## src/rtl/e_pipe_feeder_if.sv

```systemverilog
// e_pipe_feeder_if: operand stream, pipeline operand/stall lines and result stream of the E-pipe feeder
interface e_pipe_feeder_if;
  logic        in_valid;
  logic        in_ready;
  logic [7:0]  in_a;
  logic [7:0]  in_b;
  logic [7:0]  in_c;
  logic [7:0]  a;
  logic [7:0]  b;
  logic [7:0]  c;
  logic        stall;
  logic [15:0] e_in;
  logic        res_valid;
  logic        res_ready;
  logic [15:0] res_data;
  modport master (
    output in_valid, in_a, in_b, in_c, e_in, res_ready,
    input  in_ready, a, b, c, stall, res_valid, res_data
  );
  modport slave (
    input  in_valid, in_a, in_b, in_c, e_in, res_ready,
    output in_ready, a, b, c, stall, res_valid, res_data
  );
endinterface

```

## src/rtl/e_pipe_feeder.sv

```systemverilog
// e_pipe_feeder: operand FIFO, bubble insertion, shadow stage-valid tracking and stall generation for the E-pipeline; FEEDER_STATS_EN builds the saturating stall counter
module e_pipe_feeder #(
  parameter int DEPTH = 4
) (
  input  logic                   clk,
  input  logic                   rst,
  e_pipe_feeder_if.slave         bus,
  output logic [$clog2(DEPTH):0] level,
  output logic [15:0]            stall_cycles
);
  localparam int AW = $clog2(DEPTH);
  localparam logic [AW:0] FULL = DEPTH[AW:0];
  logic [23:0]   mem_q [DEPTH];
  logic [AW-1:0] wr_ptr_q;
  logic [AW-1:0] rd_ptr_q;
  logic [AW:0]   level_q;
  logic [AW:0]   level_d;
  logic [2:0]    vld_q;
  logic          not_empty;
  logic          push;
  logic          pop;
  assign not_empty     = level_q != '0;
  assign bus.in_ready  = level_q != FULL;
  assign bus.stall     = vld_q[2] & ~bus.res_ready;
  assign push          = bus.in_valid & bus.in_ready;
  assign pop           = ~bus.stall & not_empty;
  assign {bus.a, bus.b, bus.c} = not_empty ? mem_q[rd_ptr_q] : 24'h0;
  assign bus.res_valid = vld_q[2];
  assign bus.res_data  = bus.e_in;
  assign level         = level_q;
  // occupancy next state; a simultaneous push and pop cancel out
  always_comb level_d = (push && !pop) ? level_q + 1'b1 : (!push && pop) ? level_q - 1'b1 : level_q;
  // triple storage; contents need no reset because the head is gated by occupancy
  always_ff @(posedge clk) if (push) mem_q[wr_ptr_q] <= {bus.in_a, bus.in_b, bus.in_c};
  // pointers, occupancy and the shadow valid chain that mirrors the pipeline stage registers
  always_ff @(posedge clk or negedge rst) begin
    if (!rst) begin
      wr_ptr_q <= '0;
      rd_ptr_q <= '0;
      level_q  <= '0;
      vld_q    <= '0;
    end else begin
      if (push) wr_ptr_q <= wr_ptr_q + 1'b1;
      if (pop) rd_ptr_q <= rd_ptr_q + 1'b1;
      level_q <= level_d;
      if (!bus.stall) vld_q <= {vld_q[1:0], not_empty};
    end
  end
`ifdef FEEDER_STATS_EN
  logic [15:0] stall_cnt_q;
  // saturating count of stalled cycles, cleared only by reset
  always_ff @(posedge clk or negedge rst) begin
    if (!rst) stall_cnt_q <= '0;
    else if (bus.stall && stall_cnt_q != 16'hFFFF) stall_cnt_q <= stall_cnt_q + 1'b1;
  end
  assign stall_cycles = stall_cnt_q;
`else
  assign stall_cycles = 16'h0;
`endif
endmodule

```

## src/flat_wrapper.sv

```systemverilog
// flat-port wrapper written by rule: the top's interface ports become plain ports
module e_pipe_feeder_flat 
#(
  parameter int DEPTH = 4
)
  (clk, rst, level, stall_cycles, bus_in_valid, bus_in_a, bus_in_b, bus_in_c, bus_e_in, bus_res_ready, bus_in_ready, bus_a, bus_b, bus_c, bus_stall, bus_res_valid, bus_res_data);
  e_pipe_feeder_if bus_i ();
  input  logic clk;
  input  logic rst;
  output logic [$clog2(DEPTH):0] level;
  output logic [15:0] stall_cycles;
  input wire logic [$bits(bus_i.in_valid)-1:0] bus_in_valid;
  input wire logic [$bits(bus_i.in_a)-1:0] bus_in_a;
  input wire logic [$bits(bus_i.in_b)-1:0] bus_in_b;
  input wire logic [$bits(bus_i.in_c)-1:0] bus_in_c;
  input wire logic [$bits(bus_i.e_in)-1:0] bus_e_in;
  input wire logic [$bits(bus_i.res_ready)-1:0] bus_res_ready;
  output wire logic [$bits(bus_i.in_ready)-1:0] bus_in_ready;
  output wire logic [$bits(bus_i.a)-1:0] bus_a;
  output wire logic [$bits(bus_i.b)-1:0] bus_b;
  output wire logic [$bits(bus_i.c)-1:0] bus_c;
  output wire logic [$bits(bus_i.stall)-1:0] bus_stall;
  output wire logic [$bits(bus_i.res_valid)-1:0] bus_res_valid;
  output wire logic [$bits(bus_i.res_data)-1:0] bus_res_data;
  assign bus_i.in_valid = bus_in_valid;
  assign bus_i.in_a = bus_in_a;
  assign bus_i.in_b = bus_in_b;
  assign bus_i.in_c = bus_in_c;
  assign bus_i.e_in = bus_e_in;
  assign bus_i.res_ready = bus_res_ready;
  assign bus_in_ready = bus_i.in_ready;
  assign bus_a = bus_i.a;
  assign bus_b = bus_i.b;
  assign bus_c = bus_i.c;
  assign bus_stall = bus_i.stall;
  assign bus_res_valid = bus_i.res_valid;
  assign bus_res_data = bus_i.res_data;
  e_pipe_feeder #(.DEPTH(DEPTH)) u_core (.clk(clk), .rst(rst), .bus(bus_i), .level(level), .stall_cycles(stall_cycles));
endmodule
```

## config.mk

```make
export PLATFORM = sky130hd
export DESIGN_NAME = e_pipe_feeder_flat
export DESIGN_NICKNAME = d
export VERILOG_FILES = /design/src/rtl/e_pipe_feeder_if.sv /design/src/rtl/e_pipe_feeder.sv /design/src/flat_wrapper.sv
export SDC_FILE = /design/constraint.sdc
export NUM_CORES = 1
export LEC_CHECK = 0
export ABC_AREA = 1
export BUFFER_PORTS_ARGS = -buffer_cell sky130_fd_sc_hd__buf_2
export CORE_MARGIN = 3
export CORE_UTILIZATION = 50
export DETAILED_ROUTE_END_ITERATION = 12
export GPL_TIMING_DRIVEN = 0
export PLACE_DENSITY = 0.79
export SYNTH_ARGS = -nofsm -noshare
export SYNTH_HDL_FRONTEND = slang
export SYNTH_SLANG_ARGS = --single-unit
export TNS_END_PERCENT = 30
```

## constraint.sdc

```tcl
create_clock -name clk -period 3.6 [get_ports clk]
set_input_delay 0.72 -clock clk [delete_from_list [all_inputs] [get_ports clk]]
set_output_delay 0.72 -clock clk [all_outputs]
set_load 0.01 [all_outputs]
```

==> results of run 1 <==
## routing by layer
| layer | track usage, % | vias up | share of wire [%] |
|---|---|---|---|
| met5 | 0 | - | 0 |
| met4 | 8.529 | 0 | 1.8 |
| met3 | 3.397 | 18 | 8.0 |
| met2 | 31.96 | 140 | 51 |
| met1 | 21.70 | 1558 | 39 |
| li1 | - | 1658 | - |
## cell usage after synthesis
library cell / number
inv_2: 2
o21ai_0: 3
nand3_1: 53
conb_1: 1
a21oi_1: 24
ha_1: 5
buf_6: 2
nand4_1: 1
buf_2: 12
xnor2_1: 2
buf_4: 34
edfxtp_1: 96
fa_1: 1
nand2_1: 116
dfrtp_1: 10
inv_1: 113
nor2_1: 4
clkbuf_1: 2
## power by group through the flow
stage	Clock, mW	Sequential, mW	Combinational (mW)
floorplan	0	1.74	1.18
global placement	0	1.75	1.78
detailed placement	0	1.75	1.91
CTS	0.732	1.72	1.93
global route	0.777	1.74	2.14
finish	0.723	1.72	1.90
## placed cells by master (no fill, tap or decap), drive strengths merged
master / netlist / routed
clkinvlp: 0 / 1
fa: 1 / 1
a21oi: 24 / 24
bufinv: 0 / 1
dfrtp: 10 / 10
xnor2: 2 / 2
nand4: 1 / 1
edfxtp: 96 / 96
clkbuf: 2 / 12
clkinv: 0 / 3
buf: 48 / 125
o21ai: 3 / 3
ha: 5 / 5
conb: 1 / 16
nand2: 116 / 116
nor2: 4 / 4
inv: 115 / 116
nand3: 53 / 53
## final cells by class
cell class	count	area, um2	share of cell area (%)
well taps	129	161.4	2.806
clock buffers	10	127.6	2.219
multi-input cells	225	1027	17.86
repair buffers	77	450.4	7.831
flip-flops and latches	106	3133	54.47
plain buffers	50	345.3	6.004
clock inverters	6	75.07	1.305
inverters	115	431.7	7.505
## per-stage QoR
stage	hold slack, ns	cell area (um2)	cells
after floorplan	0.4198	4927	496
after global routing	0.2120	5752	718
after detailed placement	0.4458	5549	702
final	0.2090	5752	718
after global placement	0.4329	5454	698
after CTS	0.2078	5752	718
## state kept, by name, summed over array words and instances, names as in the netlist
| register | flops |
|---|---|
| u_core.wr_ptr_q | 2 |
| u_core.level | 3 |
| u_core.mem_q | 96 |
| u_core.rd_ptr_q | 2 |
| u_core.vld_q | 3 |
## logic make-up after synthesis
kind of cell / Yosys count / synth area share [%]
AND/OR/NAND/NOR: 174 / 14.82
buffers and inverters: 165 / 15.95
flip-flops: 106 / 64.32
AO/OA/AOI/OAI: 27 / 2.774
adder cells (fa/ha/maj): 6 / 1.695
XOR/XNOR: 2 / 0.3597
other: 1 / 0.07699
## worst paths after layout
kind / startpoint / to / slack (ns) / cells past startpoint
worst max-delay path: u_core.rd_ptr_q[1]$_DFFE_PN0P_ / bus_b[6] / 1.08 / 6
worst min-delay path: rst / u_core.rd_ptr_q[0]$_DFFE_PN0P_ / 0.21 / 1
worst max register to register: u_core.level[0]$_DFFE_PN0P_ / u_core.mem_q[2][0]$_DFFE_PP_ / 1.52 / 5
worst min register to register: u_core.vld_q[1]$_DFFE_PN0N_ / u_core.vld_q[2]$_DFFE_PN0N_ / 0.47 / 2
max in group asynchronous: rst / u_core.vld_q[2]$_DFFE_PN0N_ / 3.18 / 1
min in group clk: u_core.vld_q[1]$_DFFE_PN0N_ / u_core.vld_q[2]$_DFFE_PN0N_ / 0.47 / 2
## worst max-delay path, stage by stage, from the launching register on
cell	delay (ns)
dfrtp_1	0.37
buf_2	0.17
inv_2	0.11
buf_2	0.26
nand3_1	0.12
a21oi_1	0.23
buf_2	0.17
==> flow_summary_export.csv, run 1 <==
group,metric,value,unit
global_route,antenna_found_initial,0,
cts,cts.sinks,106,
cts,cts.reportedPaths.clkPinSlew,0.10,ns
global_route,grt_max_degree,19,
timing,maxSlewViolCount,0,
power,power_density,755.4,mW/mm2
layout,area_growth_syn_to_layout,18.08,%
logic_synthesis,synth_area_leader_cell,"edfxtp_1",
drt,drt-pass1-iter-count,4,
timing,fin_ws,1.078,ns
critical_path,path_class,"flip-flop to primary output",
floorplan,io_pins,106,
power,power_frac_clock,16.6,%
placed_design,dp_slack,1.324,ns
timing,fmax,396.5,MHz
placed_design,port_buffers,73,
cts,clk_path_buf_depth,2,
power,p_int,2.654,mW
global_route,grt_pass1_wl,15610,um
placed_design,dpl.hpwl,6937,um
critical_path,cp-start-kind,"flip-flop",
floorplan,die_h,104.7,um
global_route,overflow,0,
critical_path,required,2.88,ns
layout,final.fill_count,777,
floorplan,floorplan.rows,35,
power,power_frac_comb,43.8,%
power,finalPower,4.345,mW
critical_path,cp_max_fo,10,
cts,cts_root_buffer,"clkbuf_8",
global_route,grt_pass1_vias,3265,
run,maxCapViolCount,0,
timing,finalSetupViolCount,0,
placed_design,gp_congestion,0.7485,
drt,drt-total-wl,9804,um
drt,wl_per_cell,13.65,um
cts,worst_skew_pair.late_latency,0.37,ns
timing,post-route-min-period,2.522,ns
floorplan,start_util,51.98,%
logic_synthesis,synth_area,0.004871,mm2
power,p_sw,1.691,mW
logic_synthesis,ys_seq_elements,106,
hold_path,min_path_type,"input port to async pin",
cts,cts_hold_buffers,0,
cts,postCtsSetupBuffers,0,
timing,worst_slew_pin_slew,0.8338,ns
logic_synthesis,synth_cell_types,18,
drt,remaining_drc_errors,0,
drt,drtIter0Drc,184,
layout,nets,634,
logic_synthesis,synth_area_per_cell,10.13,um2
timing,relSlewSlack,44.35,%
drt,dr_total_vias,3374,
outcome,status,"complete, no violations",
logic_synthesis,synth_warnings,0,
logic_synthesis,syn_inst,481,
timing,finalHoldViolCount,0,
critical_path,worst_setup_path_end_kind,"primary output",
drt,viasPerCell,4.699,
cts,cts_buffers,9,
timing,period_share,70.06,%
logic_synthesis,synthTopCellsByArea,"edfxtp_1 59%, nand2_1 8.9%, inv_1 8.7%, nand3_1 5.4%, buf_4 5.2%",
critical_path,arrival,1.80,ns
floorplan,dieArea,0.01096,mm2
floorplan,core,0.009371,mm2
floorplan,fp.dieW,104.7,um
power,seqPwrFrac,39.5,%
power,p_sw_share,38.92,%
power,leakagePower,2.791,nW
power,vdd_drop_max,473.7,uV
layout,diodes,0,
cts,cts_resized,0,
drt,ant_nets,0,
cts,cts_tree,"yes",
timing,rsz0062_at_grt,"no",
logic_synthesis,yosysTopAreaCellShare,59.18,%
timing,tns,0,ns
logic_synthesis,ys_seq_area_share,64.32,%
timing,fin_worst_skew,0.01007,ns
cts,htreeDepth,3,
global_route,grt_use_total,18.22,%
layout,final_core_util,61.38,%
layout,drive_above_1_share,24.79,%
(Power assumes the default switching activity.)
==> run 2, diff against run 1 <==
--- a/config.mk
+++ b/config.mk
@@ -8,10 +8,10 @@
 export ABC_AREA = 1
 export BUFFER_PORTS_ARGS = -buffer_cell sky130_fd_sc_hd__buf_2
 export CORE_MARGIN = 3
-export CORE_UTILIZATION = 50
+export CORE_UTILIZATION = 49
 export DETAILED_ROUTE_END_ITERATION = 12
 export GPL_TIMING_DRIVEN = 0
-export PLACE_DENSITY = 0.79
+export PLACE_DENSITY = 0.81
 export SYNTH_ARGS = -nofsm -noshare
 export SYNTH_HDL_FRONTEND = slang
 export SYNTH_SLANG_ARGS = --single-unit
==> constraint.sdc (replaced) <==
create_clock -name clk -period 2.2 [get_ports clk]
set_input_delay 0.44 -clock clk [delete_from_list [all_inputs] [get_ports clk]]
set_output_delay 0.44 -clock clk [all_outputs]
set_load 0.01 [all_outputs]
==> run 2 against run 1 <==
Against the previous run:
- combinational power rose by 68%
- hold slack improved by 0.064 ns
- sequential cell count did not move
- worst setup slack got worse by 1.0 ns
- final area rose by 0.57%
- critical path depth fell by 1
- count of clock-buffer cells in the layout fell by 1
- routed wire length rose by 3.7%
- clock power rose by 54%
- die area rose by 1.9%
- global-route usage rose by 0.33 points
- clock skew barely moved
- critical path type unchanged
- largest cell class unchanged
==> flow_summary_export.csv, run 2 (synthesis gave the netlist of run 1 again) <==
group,metric,value,unit
timing,post-route-min-period,2.139,ns
floorplan,dieArea,0.01117,mm2
drt,viasPerCell,4.709,
drt,remaining_drc_errors,0,
placed_design,port_buffers,73,
cts,cts_root_buffer,"clkbuf_8",
critical_path,cp-start-kind,"flip-flop",
timing,tns,0,ns
cts,cts.sinks,106,
drt,ant_nets,0,
placed_design,dpl.hpwl,7211,um
timing,worst_slew_pin_slew,0.7509,ns
hold_path,holdPathEnd,"u_core.mem_q[3][2]$_DFFE_PP_",
power,finalPower,7.122,mW
power,power_frac_comb,44.9,%
critical_path,required,1.76,ns
critical_path,worst_setup_path_end_kind,"primary output",
global_route,grt_max_degree,20,
power,power_frac_clock,15.5,%
layout,drive_above_1_share,25.93,%
floorplan,core,0.009459,mm2
hold_path,worstHoldPathCells,1,
timing,maxSlewViolCount,0,
critical_path,r2r_start,"u_core.level[0]$_DFFE_PN0P_",
outcome,status,"complete, no violations",
cts,clk_path_buf_depth,2,
global_route,overflow,0,
placed_design,gp_congestion,0.7415,
timing,finalSetupViolCount,0,
critical_path,path_class,"flip-flop to primary output",
timing,rsz0062_at_grt,"yes",
layout,final.fill_count,764,
power,leakagePower,2.799,nW
run,maxCapViolCount,0,
timing,finalHoldViolCount,0,
global_route,grt_pass1_vias,3419,
global_route,grt_use_total,18.55,%
layout,area_growth_syn_to_layout,18.75,%
timing,fmax,467.5,MHz
cts,htreeDepth,3,
global_route,antenna_found_initial,0,
floorplan,die_h,105.7,um
hold_path,min_path_type,"input port to flip-flop",
cts,cts_buffers,9,
cts,cts.reportedPaths.clkPinSlew,0.10,ns
hold_path,hp-start,"bus_in_c[2]",
placed_design,place_area,0.005549,mm2
drt,drt-total-wl,10170,um
timing,relSlewSlack,49.89,%
timing,hold_slack,0.2731,ns
floorplan,start_util,51.49,%
drt,dr_total_vias,3386,
critical_path,cp_max_fo,10,
power,p_sw_share,39.69,%
power,vdd_drop_max,760.1,uV
floorplan,fp.dieW,105.7,um
timing,fin_worst_skew,0.01020,ns
layout,multi_input_area,0.001042,mm2
cts,cts_tree,"yes",
layout,stdcell_area,0.005784,mm2
cts,worst_skew_pair.late_latency,0.37,ns
critical_path,r2r_end,"u_core.level[1]$_DFFE_PN0P_",
layout,final_cell_mix,"115 x nand2_1, 112 x inv_1, 96 x edfxtp_1, 81 x buf_2, 53 x nand3_1",
drt,wl_per_cell,14.15,um
power,power_density,1231,mW/mm2
critical_path,worst-r2r-cell-count,9,
global_route,grt_pass1_wl,16050,um
critical_path,rrSetupSlack,0.24,ns
layout,largest_register_ffs,96,
drt,drtIter0Drc,212,
power,seqPwrFrac,39.5,%
cts,postCtsSetupBuffers,0,
layout,nets,635,
critical_path,arrival,1.70,ns
layout,diodes,0,
drt,drt-pass1-iter-count,4,
layout,layout_commonest_cell,"nand2_1",
layout,top_register,"u_core.mem_q",
floorplan,io_pins,106,
floorplan,floorplan.rows,35,
layout,seqCellArea,0.003134,mm2
power,p_int,4.295,mW
power,p_sw,2.827,mW
timing,period_share,97.24,%
run 2: layout make-up:
class	instances	share of cell area [%]
Sequential cell	106	54.19
Multi-Input combinational cell	225	18.02
Timing Repair Buffer	78	7.960
Inverter	115	7.506
Buffer	50	6.360
Tap cell	129	2.790
Clock buffer	9	2.141
Clock inverter	7	1.038
run 2: through the flow:
stage	util, %	cells	setup slack [ns]
2_1_floorplan	-	496	-0.09004
3_3_place_gp	57.66	698	-0.7840
3_5_place_dp	58.66	702	0.03805
4_1_cts	60.89	719	0.009166
5_1_grt	61.15	719	-0.03054
6_report	61.15	719	0.06082
run 2: per-layer routing:
layer	vias up	part of all wire (%)	routed length (um)	global-route usage (%)
met4	0	1.4	142	7.956
met3	13	8.2	831	4.042
met5	-	0	0	0
met2	157	53	5415	34.34
li1	1664	-	-	-
met1	1552	37	3781	20.33
run 2: critical path, cell delays in order, from the launching register on:
cell     delay, ns
dfrtp_1       0.34
buf_2         0.22
buf_2         0.29
nand3_1       0.12
a21oi_1       0.19
buf_2         0.17
run 2: power by group through the flow:
stage | clock (mW) | sequential (mW) | combinational, mW
global route | 1.22 | 2.85 | 3.58
detailed placement | 0 | 2.86 | 3.15
global placement | 0 | 2.86 | 2.93
floorplan | 0 | 2.85 | 1.93
CTS | 1.13 | 2.81 | 3.21
finish | 1.11 | 2.82 | 3.20
run 2: how the worst max path moves through the flow:
| stage | start | to | slack (ns) | cells past startpoint |
|---|---|---|---|---|
| after detailed placement | u_core.level[0]$_DFFE_PN0P_ | u_core.mem_q[2][0]$_DFFE_PP_ | 0.04 | 5 |
| after CTS | u_core.rd_ptr_q[0]$_DFFE_PN0P_ | bus_b[1] | 0.009 | 6 |
| final | u_core.rd_ptr_q[1]$_DFFE_PN0P_ | bus_c[3] | 0.06 | 5 |
| after global routing | u_core.rd_ptr_q[1]$_DFFE_PN0P_ | bus_a[6] | -0.03 | 5 |
| after global placement | u_core.level[0]$_DFFE_PN0P_ | u_core.mem_q[1][0]$_DFFE_PP_ | -0.78 | 4 |
| after floorplan | u_core.level[0]$_DFFE_PN0P_ | u_core.mem_q[0][0]$_DFFE_PP_ | -0.09 | 4 |
run 2: what timing repair did:
action                                 4_1_cts  5_1_grt
hold buffers                                 1        0
gates resized for setup                      7       11
pin swaps                                    0        1
endpoints found under the hold margin       10        0
setup endpoints to repair                   19       32
gates cloned                                 0        0
